[src/rtl/dmem_pkg.sv]
// rtl/dmem_pkg.sv - shared types and constants for the data-memory responder
package dmem_pkg;

    typedef enum logic [1:0] {
        IDLE = 2'd0,
        BUSY = 2'd1,
        RESP = 2'd2
    } state_t;

    localparam int WORD_W      = 64;
    localparam int OFFSET_W    = 3;
    localparam int MAX_LATENCY = 15;
    localparam int CNT_W       = $clog2(MAX_LATENCY + 1);

endpackage

[src/rtl/dmem_responder_if.sv]
// rtl/dmem_responder_if.sv - CPU-side request/response bus of the data memory
interface dmem_responder_if;
    import dmem_pkg::*;

    logic [WORD_W-1:0] mem_address;
    logic [WORD_W-1:0] mem_data_in;
    logic              control_memwrite;
    logic              control_memread;
    logic [WORD_W-1:0] mem_data_out;
    logic              mem_ready;
    logic              mem_error;

    modport master (
        output mem_address, mem_data_in, control_memwrite, control_memread,
        input  mem_data_out, mem_ready, mem_error
    );

    modport slave (
        input  mem_address, mem_data_in, control_memwrite, control_memread,
        output mem_data_out, mem_ready, mem_error
    );

endinterface

[src/rtl/dmem_array.sv]
// rtl/dmem_array.sv - DEPTH x 64 storage, synchronous write, asynchronous read
module dmem_array
    import dmem_pkg::*;
#(
    parameter int DEPTH = 64,
    parameter int IDX_W = 6
) (
    input  logic              clk,
    input  logic              we,
    input  logic [IDX_W-1:0]  addr,
    input  logic [WORD_W-1:0] wdata,
    output logic [WORD_W-1:0] rdata
);

    logic [WORD_W-1:0] mem [DEPTH];

    always_ff @(posedge clk) begin
        if (we) begin
            mem[addr] <= wdata;
        end
    end

    assign rdata = mem[addr];

endmodule

[src/rtl/dmem_responder.sv]
// rtl/dmem_responder.sv - fixed-latency data-memory responder: FSM, capture, checks
module dmem_responder
    import dmem_pkg::*;
#(
    parameter int DEPTH   = 64,
    parameter int LATENCY = 2
) (
    input  logic              CLOCK,
    input  logic              RESET,
    dmem_responder_if.slave   bus
);

    localparam int IDX_W  = (DEPTH > 1) ? $clog2(DEPTH) : 1;
    localparam int WIDX_W = WORD_W - OFFSET_W;

    state_t            state;
    logic [CNT_W-1:0]  cnt;
    logic [WORD_W-1:0] addr_q;
    logic [WORD_W-1:0] data_q;
    logic              rd_q;
    logic              wr_q;

    logic              req;
    logic              aligned;
    logic              in_range;
    logic              ok;
    logic              finishing;
    logic              commit_wr;
    logic [WORD_W-1:0] rdata;

    assign req       = bus.control_memread | bus.control_memwrite;
    assign aligned   = (addr_q[OFFSET_W-1:0] == '0);
    // Full-width compare so huge addresses never alias onto low indices
    assign in_range  = (addr_q[WORD_W-1:OFFSET_W] < WIDX_W'(DEPTH));
    assign ok        = aligned & in_range & ~(rd_q & wr_q);
    assign finishing = (state == BUSY) && (cnt == '0);
    // Reset on the commit edge must suppress the write
    assign commit_wr = finishing & ok & wr_q & ~RESET;

    dmem_array #(
        .DEPTH (DEPTH),
        .IDX_W (IDX_W)
    ) u_array (
        .clk   (CLOCK),
        .we    (commit_wr),
        .addr  (addr_q[OFFSET_W +: IDX_W]),
        .wdata (data_q),
        .rdata (rdata)
    );

    always_ff @(posedge CLOCK) begin
        if (RESET) begin
            state            <= IDLE;
            cnt              <= '0;
            bus.mem_ready    <= 1'b0;
            bus.mem_error    <= 1'b0;
            bus.mem_data_out <= '0;
        end else begin
            case (state)
                // The edge closing RESP doubles as an accept edge for held requests
                IDLE, RESP: begin
                    bus.mem_ready <= 1'b0;
                    bus.mem_error <= 1'b0;
                    if (req) begin
                        addr_q <= bus.mem_address;
                        data_q <= bus.mem_data_in;
                        rd_q   <= bus.control_memread;
                        wr_q   <= bus.control_memwrite;
                        cnt    <= CNT_W'(LATENCY - 1);
                        state  <= BUSY;
                    end else begin
                        state  <= IDLE;
                    end
                end
                BUSY: begin
                    if (cnt == '0) begin
                        state         <= RESP;
                        bus.mem_ready <= 1'b1;
                        bus.mem_error <= ~ok;
                        if (ok && rd_q) begin
                            bus.mem_data_out <= rdata;
                        end
                    end else begin
                        cnt <= cnt - 1'b1;
                    end
                end
                default: begin
                    state <= IDLE;
                end
            endcase
        end
    end

endmodule
[src/flat_wrapper.sv]
// flat-port wrapper written by rule: the top's interface ports become plain ports
module dmem_responder_flat import dmem_pkg::*;
#(
    parameter int DEPTH   = 64,
    parameter int LATENCY = 2
)
  (CLOCK, RESET, bus_mem_address, bus_mem_data_in, bus_control_memwrite, bus_control_memread, bus_mem_data_out, bus_mem_ready, bus_mem_error);
  dmem_responder_if bus_i ();
  input  logic CLOCK;
  input  logic RESET;
  input wire logic [$bits(bus_i.mem_address)-1:0] bus_mem_address;
  input wire logic [$bits(bus_i.mem_data_in)-1:0] bus_mem_data_in;
  input wire logic [$bits(bus_i.control_memwrite)-1:0] bus_control_memwrite;
  input wire logic [$bits(bus_i.control_memread)-1:0] bus_control_memread;
  output wire logic [$bits(bus_i.mem_data_out)-1:0] bus_mem_data_out;
  output wire logic [$bits(bus_i.mem_ready)-1:0] bus_mem_ready;
  output wire logic [$bits(bus_i.mem_error)-1:0] bus_mem_error;
  assign bus_i.mem_address = bus_mem_address;
  assign bus_i.mem_data_in = bus_mem_data_in;
  assign bus_i.control_memwrite = bus_control_memwrite;
  assign bus_i.control_memread = bus_control_memread;
  assign bus_mem_data_out = bus_i.mem_data_out;
  assign bus_mem_ready = bus_i.mem_ready;
  assign bus_mem_error = bus_i.mem_error;
  dmem_responder #(.DEPTH(DEPTH), .LATENCY(LATENCY)) u_core (.CLOCK(CLOCK), .RESET(RESET), .bus(bus_i));
endmodule
[config.mk]
export PLATFORM = sky130hd
export DESIGN_NAME = dmem_responder_flat
export DESIGN_NICKNAME = d
export VERILOG_FILES = /design/src/rtl/dmem_pkg.sv /design/src/rtl/dmem_responder_if.sv /design/src/rtl/dmem_array.sv /design/src/rtl/dmem_responder.sv /design/src/flat_wrapper.sv
export SDC_FILE = /design/constraint.sdc
export NUM_CORES = 2
export LEC_CHECK = 0
export BUFFER_PORTS_ARGS = -buffer_cell sky130_fd_sc_hd__buf_4
export CORE_MARGIN = 2
export CORE_UTILIZATION = 65
export CTS_BUF_LIST = sky130_fd_sc_hd__clkbuf_16
export CTS_CLUSTER_DIAMETER = 50
export DETAILED_ROUTE_END_ITERATION = 8
export PLACE_DENSITY_LB_ADDON = 0.3
export SETUP_SLACK_MARGIN = 0.1
export SLEW_MARGIN = 20
export SYNTH_ARGS = -nofsm -noshare
export SYNTH_HDL_FRONTEND = slang
export SYNTH_SLANG_ARGS = --single-unit
[constraint.sdc]
create_clock -name CLOCK -period 21.5 [get_ports CLOCK]
set_input_delay 6.45 -clock CLOCK [delete_from_list [all_inputs] [get_ports CLOCK]]
set_output_delay 6.45 -clock CLOCK [all_outputs]
set_load 0.02 [all_outputs]
# Word-level counts from Yosys, hierarchy flattened
# Memory sizes are Yosys's and may differ from the RTL's. A register that Yosys moved wholly into a read port is not among the register bits.
# Cells that the tools add are included.
# classes
n_bitwise	10
n_mux	12
eq_ne	5
reduce_logical	11
n_lt_le_gt_ge	1
n_addsub	1
# ops
op	n
less-than comparator 61 x 7 -> 1 bit, second input constant	1
AND reduction 3 bit	3
two-way mux 4 bit	2
one-hot mux 4 bit (2 select lines)	1
bitwise AND 1 bit	6
two-way mux 1 bit	5
logical NOT 4 bit	1
inequality test 2 bit, second input constant	2
one-hot mux 1 bit (2 select lines)	2
one-hot mux 2 bit (2 select lines)	1
subtractor 4 x 1 -> 4 bit, second input constant	1
logical NOT 3 bit	1
NOT 1 bit	3
== test 2 x 1 -> 1 bit, second input constant	1
== test 2 bit, second input constant	1
logical AND 1 bit	2
logical NOT 2 bit	1
two-way mux 2 bit	1
inequality test 2 x 1 -> 1 bit, second input constant	1
AND reduction 2 bit	1
nonzero test 2 bit	1
OR reduction 2 bit	1
bitwise OR 1 bit	1
# word_totals
mem_count	1
in_bits	132
mem_bits_rw	4096
register_bits	138
# mem_list
memory	depth	word_bits	read_ports	rd_ports_with_merged_regs	wr	line	source
u_core.u_array.mem	64	64	1	1	1	dmem_array.sv:15	logic [WORD_W-1:0] mem [DEPTH];

# Longest topological paths before layout
# depth
depth_word	8
mapped_depth	12
depth_no_buf	8

# Modules after synthesis
# Synthesis repeated with hierarchy kept, for this count alone.
# hier_totals
cells_unflattened	9024
hier_area_um2	161522.4
# modules_own_cells
mod	area_each_um2	cells_each	instances	seq_area_each_um2
dmem_array	154171.6	8555	1	122998.0
dmem_responder	7350.8	469	1	5345.1

# Worst setup path before layout
# No wires, ideal clock.
# synth_path
kind	input to register
startpoint	input port bus_control_memwrite
endpoint	register u_core.addr_q[0], enable pin
setup_ns	0.621
setup_slack_ns	8.682
arrival_time_ns	12.197
cell_stages	3
path_cell_list	nor2_1 or2_2 nor2_1
# synth_via
elab_chain_cells	2
# synth_rtl
item	line	source
from (decl)	flat_wrapper.sv:13	input wire logic [$bits(bus_i.control_memwrite)-1:0] bus_control_memwrite;
bitwise OR 1 bit	dmem_responder.sv:31	assign req = bus.control_memread | bus.control_memwrite;
AND reduction 3 bit (no line)	n/a	
to (signal assigned)	dmem_responder.sv:65	addr_q <= bus.mem_address;
to (decl)	dmem_responder.sv:18	logic [WORD_W-1:0] addr_q;
# Every way passes these cells.
# A chain may end at the register's enable or synchronous reset.

# Worst setup path in the final report
# layout_path
startpoint	input port RESET
endpoint	memory u_core.u_array.mem[24][24], enable pin
# layout_via
elab_chain_cells	4
# layout_rtl
item	line	source
from (decl)	flat_wrapper.sv:10	input logic RESET;
NOT 1 bit (no line)	n/a	
bitwise AND 1 bit	dmem_responder.sv:38	assign commit_wr = finishing & ok & wr_q & ~RESET;
two-way mux 1 bit	dmem_array.sv:18	if (we) begin
two-way mux 1 bit (implied by the code)	dmem_array.sv:19	mem[addr] <= wdata;
to (decl)	dmem_array.sv:15	
# Every way passes these cells.

==> reports/metrics.yaml <==
outcome: "finished, final reports clean"
hold-path-endpoint: "u_core.bus.mem_data_out[19]"
totalWireLength_um: 505000
track_usage: 0.399
hold-path-cell-count: 2
r2r-end: "u_core.bus.mem_data_out[58]"
crit_fanout: 57
synth_seq_cells: 4298
synth_edf_count: 4226
final_antenna_net_count: 0
htree_num_levels: 5
cts.sinks: 4298
synth_top_area_frac: 0.784
post-route-period-util: 0.524
r2r_cells: 13
cts-resized-gates: 0
cts_tree: "yes"
top_layer: "met5"
powerDensity_nw_per_um2: 96.2
hp-start: "u_core.bus.mem_data_out[19]"
drt_iter0_drc: 18900
setup-tns-final_ns: 0
dp_hpwl_um: 280000
wl_met3_um: 84300
crit_top_cell: "buf_4"
grt_first_pass_wirelength_um: 691000
core_sq_um: 248000
crit_path_max_incr_delay_ns: 1.20
regToRegStartpoint: "u_core.addr_q[5]"
dr.pass1.iters: 9
rsz0062_at_grt: "false"
layout-drive-gt1-share: 0.222
cts_hold_buf: 0
rows: 183
synth-async-reset-ratio: 0
route.met2.wl_um: 219000
synthCells: 7950
area_growth_syn_to_layout_pct: 12.3
pin_count: 198
met1_length_um: 156000
cpMaxStageDelayCell: "nor2_4"
yosysSeqAreaShare: 0.793
vias: 92500
route.detailed.drc: 0
ir_drop_uv: 104
via_per_inst: 7.67
hold_violations: 0
port_buffers: 197
hp-class: "flop to flop"
cts_buffers: 437
finalWorstSetupSlack_ns: 10.23
synth_top_flop_cell: "edfxtp_1"
drv_slew: 0
power.total_mw: 17.5
relSlewSlack: 0.138
clock.fmax_mhz: 88.7
start_kind: "input pin"
setup_viol: 0
clockRootBuffer: "clkbuf_16"
synth_area_sq_um: 162000
p_leak_nw: 57.7
antenna_found_initial: 37
clk-insertion-delay-late_ns: 1.03
crit_type: "input pin to flop"
clockBufferDepth: 4
clk_pin_slew_ns: 0.06
synth_top_cell_by_area: "edfxtp_1"
end_kind: "flop"
synth_area_leaders: "edfxtp_1 (78%), mux4_2 (7.5%), a221oi_1 (2.0%), mux2i_1 (1.6%), a22oi_1 (1.6%)"
post_cts_buffers: 0
ys_types: 75
final_area_sq_um: 182000
avgSynthCellArea_sq_um: 20.4
grt_overflow: 0
yosys_warnings: 0
nets: 8503
post-route-min-period_ns: 11.27
ff2ff_setup_slack_ns: 14.81
placed_cell_area_sq_um: 168000
grt_max_degree: 142
worstPathRequired_ns: 22.12
post_drt_wl_per_cell_um: 41.9
die_x_um: 503
final_cell_mix: "edfxtp_1 (4226), mux4_2 (539), buf_4 (484)"
start_util: 0.652
path_cells: "buf_4, clkinv_2, buf_4, nand2_1, nor3_1, and3_1, nand2_1, nor2_4, buf_4"
chipHeight_um: 503
grt_pass1_vias: 88900
die_area_sq_um: 253000
skew_ns: 0.0820
worst_pin_slew_ns: 1.29
syn_nets: 8084
critical_path_arrival_ns: 11.88
maxCapViolCount: 0
place_ws_ns: 9.56
gp_congestion: 0.931
final_common_cell: "edfxtp_1"
[power breakdown]
| group | internal [mW] | switching, mW | leakage [nW] |
|---|---|---|---|
| clock network | 4.17 | 3.16 | 7.00 |
| logic | 0.252 | 0.665 | 12.1 |
| registers | 9.23 | 0.00665 | 38.6 |
| total | 13.6 | 3.83 | 57.7 |
[cell usage after synthesis, drive strengths merged (6+ instances only)]
library cell  count
nand4            18
mux2i           264
nor2            216
mux2            141
clkbuf          165
o21ai           136
a31o             10
o21a              9
o211a             8
and3             18
o221ai            7
o2bb2ai           8
o22a             12
edfxtp         4226
dfxtp            72
o2111a           17
a211oi           22
mux4            539
a32o              7
o22ai           119
a221o            41
a31oi            57
nor2b             6
a21oi           159
o2111ai          16
nor3b             6
nand2           243
o211ai           19
and2              8
nor4             56
a221oi          379
inv               8
nand3            43
a2111oi          18
a22o             54
buf             357
a22oi           354
nor3             48
[how the worst max path moves through the flow]
stage                                            end                 start  depth (start not counted)  slack [ns]
after global routing       u_core.u_array.mem[24][9]                 RESET                          9       10.39
after detailed placement  u_core.u_array.mem[24][63]                 RESET                          9        9.56
after global placement    u_core.u_array.mem[24][63]                 RESET                          9        9.72
after CTS                  u_core.u_array.mem[24][1]                 RESET                          9       10.64
final                     u_core.u_array.mem[24][24]                 RESET                          9       10.23
after floorplan                     u_core.addr_q[0]  bus_control_memwrite                          3        8.68
[layer usage]
| metal | vias up | global-route usage |
|---|---|---|
| li1 | 34500 | - |
| met1 | 46200 | 0.517 |
| met2 | 9840 | 0.568 |
| met3 | 2004 | 0.140 |
| met4 | 32 | 0.288 |
| met5 | - | 0.00228 |
[flip-flops by register name, indices dropped and copies added (netlist names)]
| name | flops |
|---|---|
| u_core.cnt | 4 |
| u_core.data_q | 64 |
| u_core.rd_q | 1 |
| u_core.addr_q | 64 |
| u_core.wr_q | 1 |
| u_core.u_array.mem | 4096 |
| u_core.state | 2 |
| u_core.bus.mem_data_out | 64 |
| u_core.bus.mem_error | 1 |
| u_core.bus.mem_ready | 1 |
[critical path: cells and delay by family]
family / cells / cell delay, ns
buffers and inverters: 4 / 1.97
and+or+nand+nor: 5 / 3.26
[stage by stage]
stage | hold slack, ns | utilization | cells
after global routing | 0.524 | 0.732 | 12000
after CTS | 0.492 | 0.732 | 12000
final | 0.497 | 0.732 | 12100
after global placement | 0.470 | 0.676 | 11300
after floorplan | 0.422 | - | 7950
after detailed placement | 0.481 | 0.676 | 11300
[cell type report]
| class | count | area [sq um] |
|---|---|---|
| antenna | 14 | 35.0 |
| clock buffer | 439 | 11000 |
| clock inverter | 342 | 2750 |
| fill | 13300 | 66500 |
| inverter | 8 | 46.3 |
| multi-input combinational | 3122 | 31400 |
| sequential | 4298 | 128000 |
| tap | 3330 | 4170 |
| timing repair buffer | 502 | 4000 |
[cells by family after synthesis]
logic type	synth area share
XOR/XNOR	0.000108
buffers and inverters	0.0177
flip-flops	0.793
AO/OA/AOI/OAI	0.0685
adder cells (fa/ha/maj)	0.000155
AND/OR/NAND/NOR	0.0197
multiplexers	0.101
No activity file was read; power rests on OpenSTA's default activity.
